--- src/rtl/sr_piso_tx_pkg.sv ---
// Shared definitions for the parallel-in serial-out transmitter.
package sr_pkg;

    localparam int   SR_WIDTH_DEFAULT      = 8;
    localparam logic SR_IDLE_LEVEL_DEFAULT = 1'b0;

    // IDLE: line parked at the idle level; SHIFT: a data bit is on q.
    typedef enum logic {
        ST_IDLE  = 1'b0,
        ST_SHIFT = 1'b1
    } sr_state_e;

endpackage : sr_pkg

--- src/rtl/sr_piso_tx_if.sv ---
// Load handshake and serial output bundle for sr_piso_tx.
interface sr_piso_tx_if
    import sr_pkg::*;
#(
    parameter int WIDTH = SR_WIDTH_DEFAULT
) ();

    logic [WIDTH-1:0] din;
    logic             load_valid;
    logic             load_ready;
    logic             q;
    logic             q_valid;
    logic             q_last;
    logic             busy;

    // Word source: offers din, observes the serial line.
    modport master (
        output din, load_valid,
        input  load_ready, q, q_valid, q_last, busy
    );

    // Transmitter: takes din, drives the serial line.
    modport slave (
        input  din, load_valid,
        output load_ready, q, q_valid, q_last, busy
    );

endinterface : sr_piso_tx_if

--- src/rtl/sr_piso_tx_bit_counter.sv ---
// Bit-position counter: clears to 0, advances on enable, saturates at
// WIDTH-1 and flags that terminal position.
module sr_bit_counter
    import sr_pkg::*;
#(
    parameter int  WIDTH = SR_WIDTH_DEFAULT,
    localparam int CW    = (WIDTH > 1) ? $clog2(WIDTH) : 1
) (
    input  logic clk,
    input  logic reset,
    input  logic clear_i,
    input  logic enable_i,
    output logic terminal_o
);

    localparam logic [CW-1:0] LAST = CW'(WIDTH - 1);

    logic [CW-1:0] count_q;
    logic [CW-1:0] count_d;

    assign terminal_o = (count_q == LAST);

    // Next count: clear wins, otherwise step unless already at the last bit.
    always_comb begin
        // NOTE: count_d is defaulted before any branch so no path leaves it unassigned (no latch).
        count_d = count_q;
        if (clear_i) begin
            count_d = '0;
        end else if (enable_i && !terminal_o) begin
            count_d = count_q + 1'b1;
        end
    end

    // Count register with synchronous active-low reset.
    always_ff @(posedge clk) begin
        // NOTE: sequential state uses non-blocking assignments so every flop sees pre-edge values.
        if (!reset) begin
            count_q <= '0;
        end else begin
            count_q <= count_d;
        end
    end

endmodule : sr_bit_counter

--- src/rtl/sr_piso_tx.sv ---
// Parallel-in serial-out transmitter. A word is taken over a valid/ready
// handshake and shifted out one bit per clock; the next word can be taken on
// the last bit so consecutive words stream with no idle gap.
module sr_piso_tx
    import sr_pkg::*;
#(
    parameter int   WIDTH      = SR_WIDTH_DEFAULT,
    parameter bit   MSB_FIRST  = 1'b1,
    parameter logic IDLE_LEVEL = SR_IDLE_LEVEL_DEFAULT
) (
    input logic         clk,
    input logic         reset,
    sr_piso_tx_if.slave bus
);

    sr_state_e        state_q;
    logic             q_q;
    logic [WIDTH-2:0] shreg_q;

    logic             q_valid;
    logic             q_last;
    logic             at_last_bit;
    logic             accept;
    logic             first_bit;
    logic             next_bit;
    logic [WIDTH-2:0] load_rest;
    logic [WIDTH-2:0] shift_rest;

    assign q_valid = (state_q == ST_SHIFT);
    assign q_last  = q_valid && at_last_bit;
    assign accept  = bus.load_valid && bus.load_ready;

    assign bus.load_ready = !q_valid || q_last;
    assign bus.q          = q_q;
    assign bus.q_valid    = q_valid;
    assign bus.q_last     = q_last;
    assign bus.busy       = q_valid;

    // Index of the bit on q: restarts on a new word or on leaving SHIFT.
    sr_bit_counter #(
        .WIDTH (WIDTH)
    ) u_bit_counter (
        .clk        (clk),
        .reset      (reset),
        .clear_i    (accept || q_last),
        .enable_i   (q_valid && !q_last),
        .terminal_o (at_last_bit)
    );

    // Bit ordering: pick the first bit of din and how the remainder drains.
    always_comb begin
        first_bit  = 1'b0;
        next_bit   = 1'b0;
        load_rest  = '0;
        shift_rest = '0;
        if (MSB_FIRST) begin
            first_bit  = bus.din[WIDTH-1];
            load_rest  = bus.din[WIDTH-2:0];
            next_bit   = shreg_q[WIDTH-2];
            shift_rest = shreg_q << 1;
        end else begin
            first_bit  = bus.din[0];
            load_rest  = bus.din[WIDTH-1:1];
            next_bit   = shreg_q[0];
            shift_rest = shreg_q >> 1;
        end
    end

    // Transmit FSM: load on accept, shift while mid-word, park after last bit.
    always_ff @(posedge clk) begin
        if (!reset) begin
            state_q <= ST_IDLE;
            q_q     <= IDLE_LEVEL;
            shreg_q <= '0;
        end else if (accept) begin
            state_q <= ST_SHIFT;
            q_q     <= first_bit;
            shreg_q <= load_rest;
        end else if (q_valid && !q_last) begin
            q_q     <= next_bit;
            shreg_q <= shift_rest;
        end else if (q_last) begin
            state_q <= ST_IDLE;
            q_q     <= IDLE_LEVEL;
        end
    end

endmodule : sr_piso_tx
--- src/flat_wrapper.sv ---
// flat-port wrapper written by rule: the top's interface ports become plain ports
module sr_piso_tx_flat import sr_pkg::*;
#(
    parameter int   WIDTH      = SR_WIDTH_DEFAULT,
    parameter bit   MSB_FIRST  = 1'b1,
    parameter logic IDLE_LEVEL = SR_IDLE_LEVEL_DEFAULT
)
  (clk, reset, bus_din, bus_load_valid, bus_load_ready, bus_q, bus_q_valid, bus_q_last, bus_busy);
  sr_piso_tx_if #(.WIDTH(WIDTH)) bus_i ();
  input logic clk;
  input logic reset;
  input wire logic [$bits(bus_i.din)-1:0] bus_din;
  input wire logic [$bits(bus_i.load_valid)-1:0] bus_load_valid;
  output wire logic [$bits(bus_i.load_ready)-1:0] bus_load_ready;
  output wire logic [$bits(bus_i.q)-1:0] bus_q;
  output wire logic [$bits(bus_i.q_valid)-1:0] bus_q_valid;
  output wire logic [$bits(bus_i.q_last)-1:0] bus_q_last;
  output wire logic [$bits(bus_i.busy)-1:0] bus_busy;
  assign bus_i.din = bus_din;
  assign bus_i.load_valid = bus_load_valid;
  assign bus_load_ready = bus_i.load_ready;
  assign bus_q = bus_i.q;
  assign bus_q_valid = bus_i.q_valid;
  assign bus_q_last = bus_i.q_last;
  assign bus_busy = bus_i.busy;
  sr_piso_tx #(.WIDTH(WIDTH), .MSB_FIRST(MSB_FIRST), .IDLE_LEVEL(IDLE_LEVEL)) u_core (.clk(clk), .reset(reset), .bus(bus_i));
endmodule
--- config.mk ---
export PLATFORM = sky130hd
export DESIGN_NAME = sr_piso_tx_flat
export DESIGN_NICKNAME = d
export VERILOG_FILES = /design/src/rtl/sr_piso_tx_pkg.sv /design/src/rtl/sr_piso_tx_if.sv /design/src/rtl/sr_piso_tx_bit_counter.sv /design/src/rtl/sr_piso_tx.sv /design/src/flat_wrapper.sv
export SDC_FILE = /design/constraint.sdc
export NUM_CORES = 1
export LEC_CHECK = 0
export BUFFER_PORTS_ARGS = -buffer_cell sky130_fd_sc_hd__buf_4
export CORE_MARGIN = 2
export CORE_UTILIZATION = 47
export CTS_BUF_LIST = sky130_fd_sc_hd__clkbuf_4 sky130_fd_sc_hd__clkbuf_8
export CTS_CLUSTER_DIAMETER = 30
export DETAILED_ROUTE_END_ITERATION = 12
export GPL_TIMING_DRIVEN = 0
export PLACE_DENSITY = 0.83
export SYNTH_ARGS = -nofsm -noshare
export SYNTH_HDL_FRONTEND = slang
export SYNTH_SLANG_ARGS = --single-unit
export TNS_END_PERCENT = 5
--- constraint.sdc ---
create_clock -name clk -period 1.45 [get_ports clk]
set_input_delay 0.435 -clock clk [delete_from_list [all_inputs] [get_ports clk]]
set_output_delay 0.435 -clock clk [all_outputs]
set_load 0.05 [all_outputs]
# Word level (Yosys, flattened, before mapping)

Index checks and enable logic that the tools add are counted.
W data, S select, Z words.

Flip-flop bits (word level): 12
Output and inout bits: 5
Bits of input ports: 11
Word-level logic and storage cells: 29

Reduce and logical (&&, ||, !) cells: 14
Equal/unequal tests: 2
Bitwise logic cells: 1
Mux-type cells: 7
Add/sub/neg operators: 1

Operator list:

| operator              | number |
|---|---|
| $mux W7               | 2 |
| $mux W1               | 5 |
| $logic_and A1 B1 Y1   | 4 |
| $reduce_bool A2 Y1    | 2 |
| $add A3 B1 Y3 const B | 1 |
| $eq A3 B3 Y1 const B  | 1 |
| $logic_not A1 Y1      | 3 |
| $reduce_bool A3 Y1    | 1 |
| $logic_or A1 B1 Y1    | 2 |
| $ne A2 B1 Y1 const B  | 1 |
| $reduce_and A2 Y1     | 1 |
| $reduce_or A2 Y1      | 1 |
| $not A1 Y1            | 1 |

# Longest topological paths before layout

Depth after elaboration: 6
Gate-level depth with buffers: 7
Gate-level depth less buffers: 5

# By module

A second synthesis with hierarchy kept.

Cells, all modules: 56
Area total of the unflattened synthesis: 583.1 um^2

Modules (own cells, without submodules):

| module         | cells an instance | area an instance (um^2) | seq. area each (um^2) | instances |
|---|---|---|---|---|
| sr_piso_tx     | 43                | 437.9                   | 180.2                 | 1 |
| sr_bit_counter | 13                | 145.1                   | 60.1                  | 1 |

# Worst setup path before layout

Ideal clock, no wire load.

Path type: register -> output
Start point: register u_core.state_q, in the netlist u_core.bus.busy
End point: output port bus_q_last
Arrival time: 1270 ps
Path slack: -255 ps
Stages on the path, launching flop included: 3
Required time: 1015 ps
Path through: dfxtp_1 buf_6 and2_1

Word-level cells in the longest chain between the ends: 1

Ends and longest elaborated chain:

| element                | line               | text |
|---|---|---|
| from (decl)            | sr_piso_tx.sv:16   | `sr_state_e state_q;` |
| from (signal assigned) | sr_piso_tx.sv:72   | `state_q <= ST_IDLE;` |
| from (signal assigned) | sr_piso_tx.sv:76   | `state_q <= ST_SHIFT;` |
| from (signal assigned) | sr_piso_tx.sv:83   | `state_q <= ST_IDLE;` |
| $logic_and A1 B1 Y1    | sr_piso_tx.sv:30   | `assign q_last = q_valid && at_last_bit;` |
| to (decl)              | flat_wrapper.sv:17 | `output wire logic [$bits(bus_i.q_last)-1:0] bus_q_last;` |

No other way between the ends.

# Worst setup path after layout

Start point: register u_core.u_bit_counter.count_q[0]
End point: output port bus_load_ready

Word-level cells in the longest chain between the ends: 3

Ends and longest elaborated chain:

| element                | line                         | text |
|---|---|---|
| from (decl)            | sr_piso_tx_bit_counter.sv:18 | `logic [CW-1:0] count_q;` |
| from (signal assigned) | sr_piso_tx_bit_counter.sv:40 | `count_q <= count_d;` |
| $eq A3 B3 Y1           | sr_piso_tx_bit_counter.sv:21 | `assign terminal_o = (count_q == LAST);` |
| $logic_and A1 B1 Y1    | sr_piso_tx.sv:30             |  |
| $logic_or A1 B1 Y1     | sr_piso_tx.sv:33             | `assign bus.load_ready = !q_valid \|\| q_last;` |
| to (decl)              | flat_wrapper.sv:14           | `output wire logic [$bits(bus_i.load_ready)-1:0] bus_load_ready;` |

No other way between the ends.

==> impl_summary.md <==
Critical path
The maximum fanout along the worst path is 3. The data required time of the worst path is 1.02 ns. The kind of end point of the critical path is a primary output. For the worst setup path, the data arrival time is 1.23 ns. The worst setup path is launched from a flop. The reg2reg setup slack is 0.01 ns. The worst setup path is of the flop to primary output kind. The startpoint of the most critical register-to-register path is u_core.u_bit_counter.count_q[0].

The most critical setup path has its startpoint at u_core.u_bit_counter.count_q[0].

STA
For the pin with the worst max-slew slack, the measured transition is 0.415 ns. On the final layout, the worst clock skew is 0.00109 ns. The worst path setup slack after routing is -0.217 ns. Subtracting the final worst setup slack from the clock period gives 1.67 ns. The final hold slack is 0.378 ns. Setup violations remaining at the end of the flow were counted as 2.

In this run the tightest slew margin relative to its limit is 72.4%. The maximum clock frequency is 600 MHz. The number of failing hold endpoints at the final stage was 0.

The number of pins with negative max-slew slack in the final report came to 0. The worst path uses 115% of the clock period. Setup repair after global routing could not meet its margin everywhere. The final-layout setup total negative slack is -0.408 ns.

Finish
The filler-free cell count of the finished design is 98. The register area is 244 um^2. The layout overhead on the synthesized area is 39.0%. Once layout is complete, the utilization of the core stands at 67.5%.

The final net count is 97. The repair_antennas step left the layout with diodes totalling 0. In the final layout, the share of cells above drive strength 1 is 42.2%. Summing all multi-input logic gate instances after layout gives 330 um^2.

The finished cells cover 856 um^2. The filler cells instantiated in the layout total 115.

Logic synthesis
The netlist uses 21 different library cells. In this run, synthesis inferred 0 flip-flops with an integrated enable. The share of the Yosys chip area taken by registers is 39.0%. Dividing the synthesized area by the synthesized cell count gives 9.93 um^2. The flip-flop cell with the highest count after synthesis is sky130_fd_sc_hd__dfxtp_1. The Yosys step of the flow raised 0 warnings. The synthesized netlist occupies a cell area of 616 um^2. The cell count after synthesis is 62. The total of flip-flops plus latches after synthesis is 12. After synthesis, the share of flip-flops with an asynchronous set or reset is 0%. The number of nets produced by synthesis is 75.

Placement
After detailed placement, the total cell area comes to 744 um^2. The global placer's final weighted congestion is 0.649. The count of port buffers added during placement is 14. The estimated wirelength of the detail-placed design is 764 um. The placed instance count is 91.

Clock network
The tree built by TritonCTS fans out to 12 sinks. The number of clock buffers inserted by TritonCTS is 3. In this run, post-CTS hold repair placed 0 buffers.

The maximum clock path buffer count is 2. The insertion delay to the later sink of the worst-skew pair is 0.28 ns. The clock-pin transition on the worst setup and hold timing paths is 0.07 ns. CTS placed an instance of sky130_fd_sc_hd__clkbuf_4 at the clock tree root. TritonCTS built the clock tree.

In this run the number of H-tree levels came out at 1.

Routing
The total number of vias is 497. The post-route DRC violation count is 0. After detailed routing, the total wire length is 1200 um. The antenna violation net count after detailed routing is 0. The average vias per placed instance is 5.07. In the final routed layout, each cell accounts on average for 12.2 um.

The first-pass iteration count of the detailed router is 4. The DRC marker count from the first detailed-route iteration is 3.

Power
IR analysis of the VDD net gives a maximum drop of 0.554 mV. Power spread over the standard cell area amounts to 948 nW/um^2. The fraction of power consumed by the clock network is 33.2%.

The cell leakage power is 0.436 nW. Of the total power, combinational logic draws 21.6%. The analysis attributes to net switching a power of 217 uW. Internal power comes to 594 uW. The share of total power consumed by net switching is 26.8%. The sequential fraction of design power is 45.2%.

Floorplan
For this design the top-level I/O count stands at 16. Once the floorplan was initialized, standard cells occupied 48.5% of the core. After floorplanning, the core was divided into 13 placement rows. The die covers 1620 um^2. In this run the vertical extent of the chip is 40.2 um. The total area inside the core boundary comes to 1270 um^2.

Measured along the x axis, the die boundary spans 40.2 um.

Outcome
The checks that failed: negative setup slack. The flow ran to the end, but the final reports show violations.

Global routing
Global routing used 18.2% of the available tracks across all layers. The pin count of the biggest net entering global routing is 17. The number of antenna violations at the first check in global routing is 0.

Summed over all layers, the global routing overflow is 0. The number of global-route vias before repair is 456. The first-pass GRT wire length is 1880 um.

Worst hold path
The startpoint identified for the worst hold timing path is reset. The path class of the tightest hold or removal check is input port to flop.

Run
Max-cap violations in this run came to 0.
## state kept, by name, summed over array words and instances, names as in the netlist
signal / flops
u_core.bus.q: 1
u_core.u_bit_counter.count_q: 3
u_core.bus.busy: 1
u_core.shreg_q: 7
## layout by cell type (no fill, tap or decap)
master,netlist,routed
sky130_fd_sc_hd__nor2_1,2,2
sky130_fd_sc_hd__buf_4,2,18
sky130_fd_sc_hd__a21boi_1,1,1
sky130_fd_sc_hd__clkbuf_8,0,1
sky130_fd_sc_hd__ha_4,0,2
sky130_fd_sc_hd__o21a_1,1,1
sky130_fd_sc_hd__clkbuf_4,0,3
sky130_fd_sc_hd__buf_8,0,2
sky130_fd_sc_hd__and2_4,0,1
sky130_fd_sc_hd__buf_6,4,2
sky130_fd_sc_hd__dfxtp_2,0,3
sky130_fd_sc_hd__buf_12,0,1
sky130_fd_sc_hd__clkbuf_1,1,1
sky130_fd_sc_hd__o32ai_1,2,2
sky130_fd_sc_hd__nor3b_1,1,1
sky130_fd_sc_hd__o211ai_1,1,1
sky130_fd_sc_hd__o311a_1,1,1
sky130_fd_sc_hd__a21boi_0,1,1
sky130_fd_sc_hd__inv_1,4,4
sky130_fd_sc_hd__and2_1,3,2
sky130_fd_sc_hd__mux2i_1,6,6
sky130_fd_sc_hd__o211a_1,6,6
sky130_fd_sc_hd__dfxtp_1,12,9
sky130_fd_sc_hd__o22ai_2,0,1
sky130_fd_sc_hd__nand2_1,9,9
sky130_fd_sc_hd__nor2b_1,1,1
sky130_fd_sc_hd__nand2b_4,1,1
## stage by stage
step,setup WS [ns],power (mW)
detailed placement,-0.274,0.533
finish,-0.217,0.811
global route,-0.247,0.851
CTS,-0.226,0.806
floorplan,-0.0673,0.486
global placement,-0.268,0.529
## layout make-up
type	count	area share, %
inverter	4	1.75
sequential	12	28.5
clock buffer	4	4.24
tap	15	2.19
multi-input combinational	39	38.6
timing repair buffer	19	19.9
buffer	5	4.82
## cells in the mapped netlist (2+ instances only)
cell	n	share of area, %
sky130_fd_sc_hd__nand2_1	9	5.5
sky130_fd_sc_hd__buf_4	2	2.4
sky130_fd_sc_hd__o211a_1	6	9.8
sky130_fd_sc_hd__and2_1	3	3.0
sky130_fd_sc_hd__nor2_1	2	1.2
sky130_fd_sc_hd__inv_1	4	2.4
sky130_fd_sc_hd__o32ai_1	2	2.8
sky130_fd_sc_hd__buf_6	4	7.3
sky130_fd_sc_hd__dfxtp_1	12	39
sky130_fd_sc_hd__mux2i_1	6	9.8
sky130_fd_sc_hd__ha_1	2	4.1
## cell families after synthesis
| kind of cell | after synthesis | synth area share, % |
|---|---|---|
| buffers and inverters | 11 | 12.8 |
| multiplexers | 6 | 9.76 |
| flip-flops | 12 | 39.0 |
| AND/OR/NAND/NOR | 17 | 14.2 |
| AO/OA/AOI/OAI | 14 | 20.1 |
| adder cells (fa/ha/maj) | 2 | 4.06 |
## worst paths after layout
check	cells past startpoint	endpoint
setup / recovery	4	bus_load_ready
setup reg to reg	7	u_core.bus.q
hold reg to reg	1	u_core.shreg_q[6]
hold / removal	2	u_core.u_bit_counter.count_q[1]
## power by group through the flow
| stage | registers, mW | clock network, mW | logic (mW) |
|---|---|---|---|
| floorplan | 0.385 | 0 | 0.102 |
| global placement | 0.371 | 0 | 0.158 |
| detailed placement | 0.372 | 0 | 0.161 |
| CTS | 0.366 | 0.276 | 0.163 |
| global route | 0.368 | 0.291 | 0.191 |
| finish | 0.367 | 0.270 | 0.175 |
## per-layer routing
| metal | share of wire [%] | global-route usage (%) |
|---|---|---|
| met1 | 45 | 22.2 |
| met5 | 0 | 0 |
| met2 | 51 | 28.6 |
| met4 | 0.67 | 12.5 |
| met3 | 3.1 | 3.33 |
## repair_timing
action / in CTS / in global routing
endpoints found under the setup margin: 2 / 2
setup buffers: 3 / 2
pin swaps: 1 / 0
gates resized for setup: 10 / 4
gates cloned: 0 / 0
## critical path: stages, from the launching register on
cell,delay [ns]
sky130_fd_sc_hd__dfxtp_2,0.34
sky130_fd_sc_hd__ha_4,0.16
sky130_fd_sc_hd__ha_4,0.15
sky130_fd_sc_hd__nand2b_4,0.15
sky130_fd_sc_hd__buf_8,0.15
(Power assumes the default switching activity.)
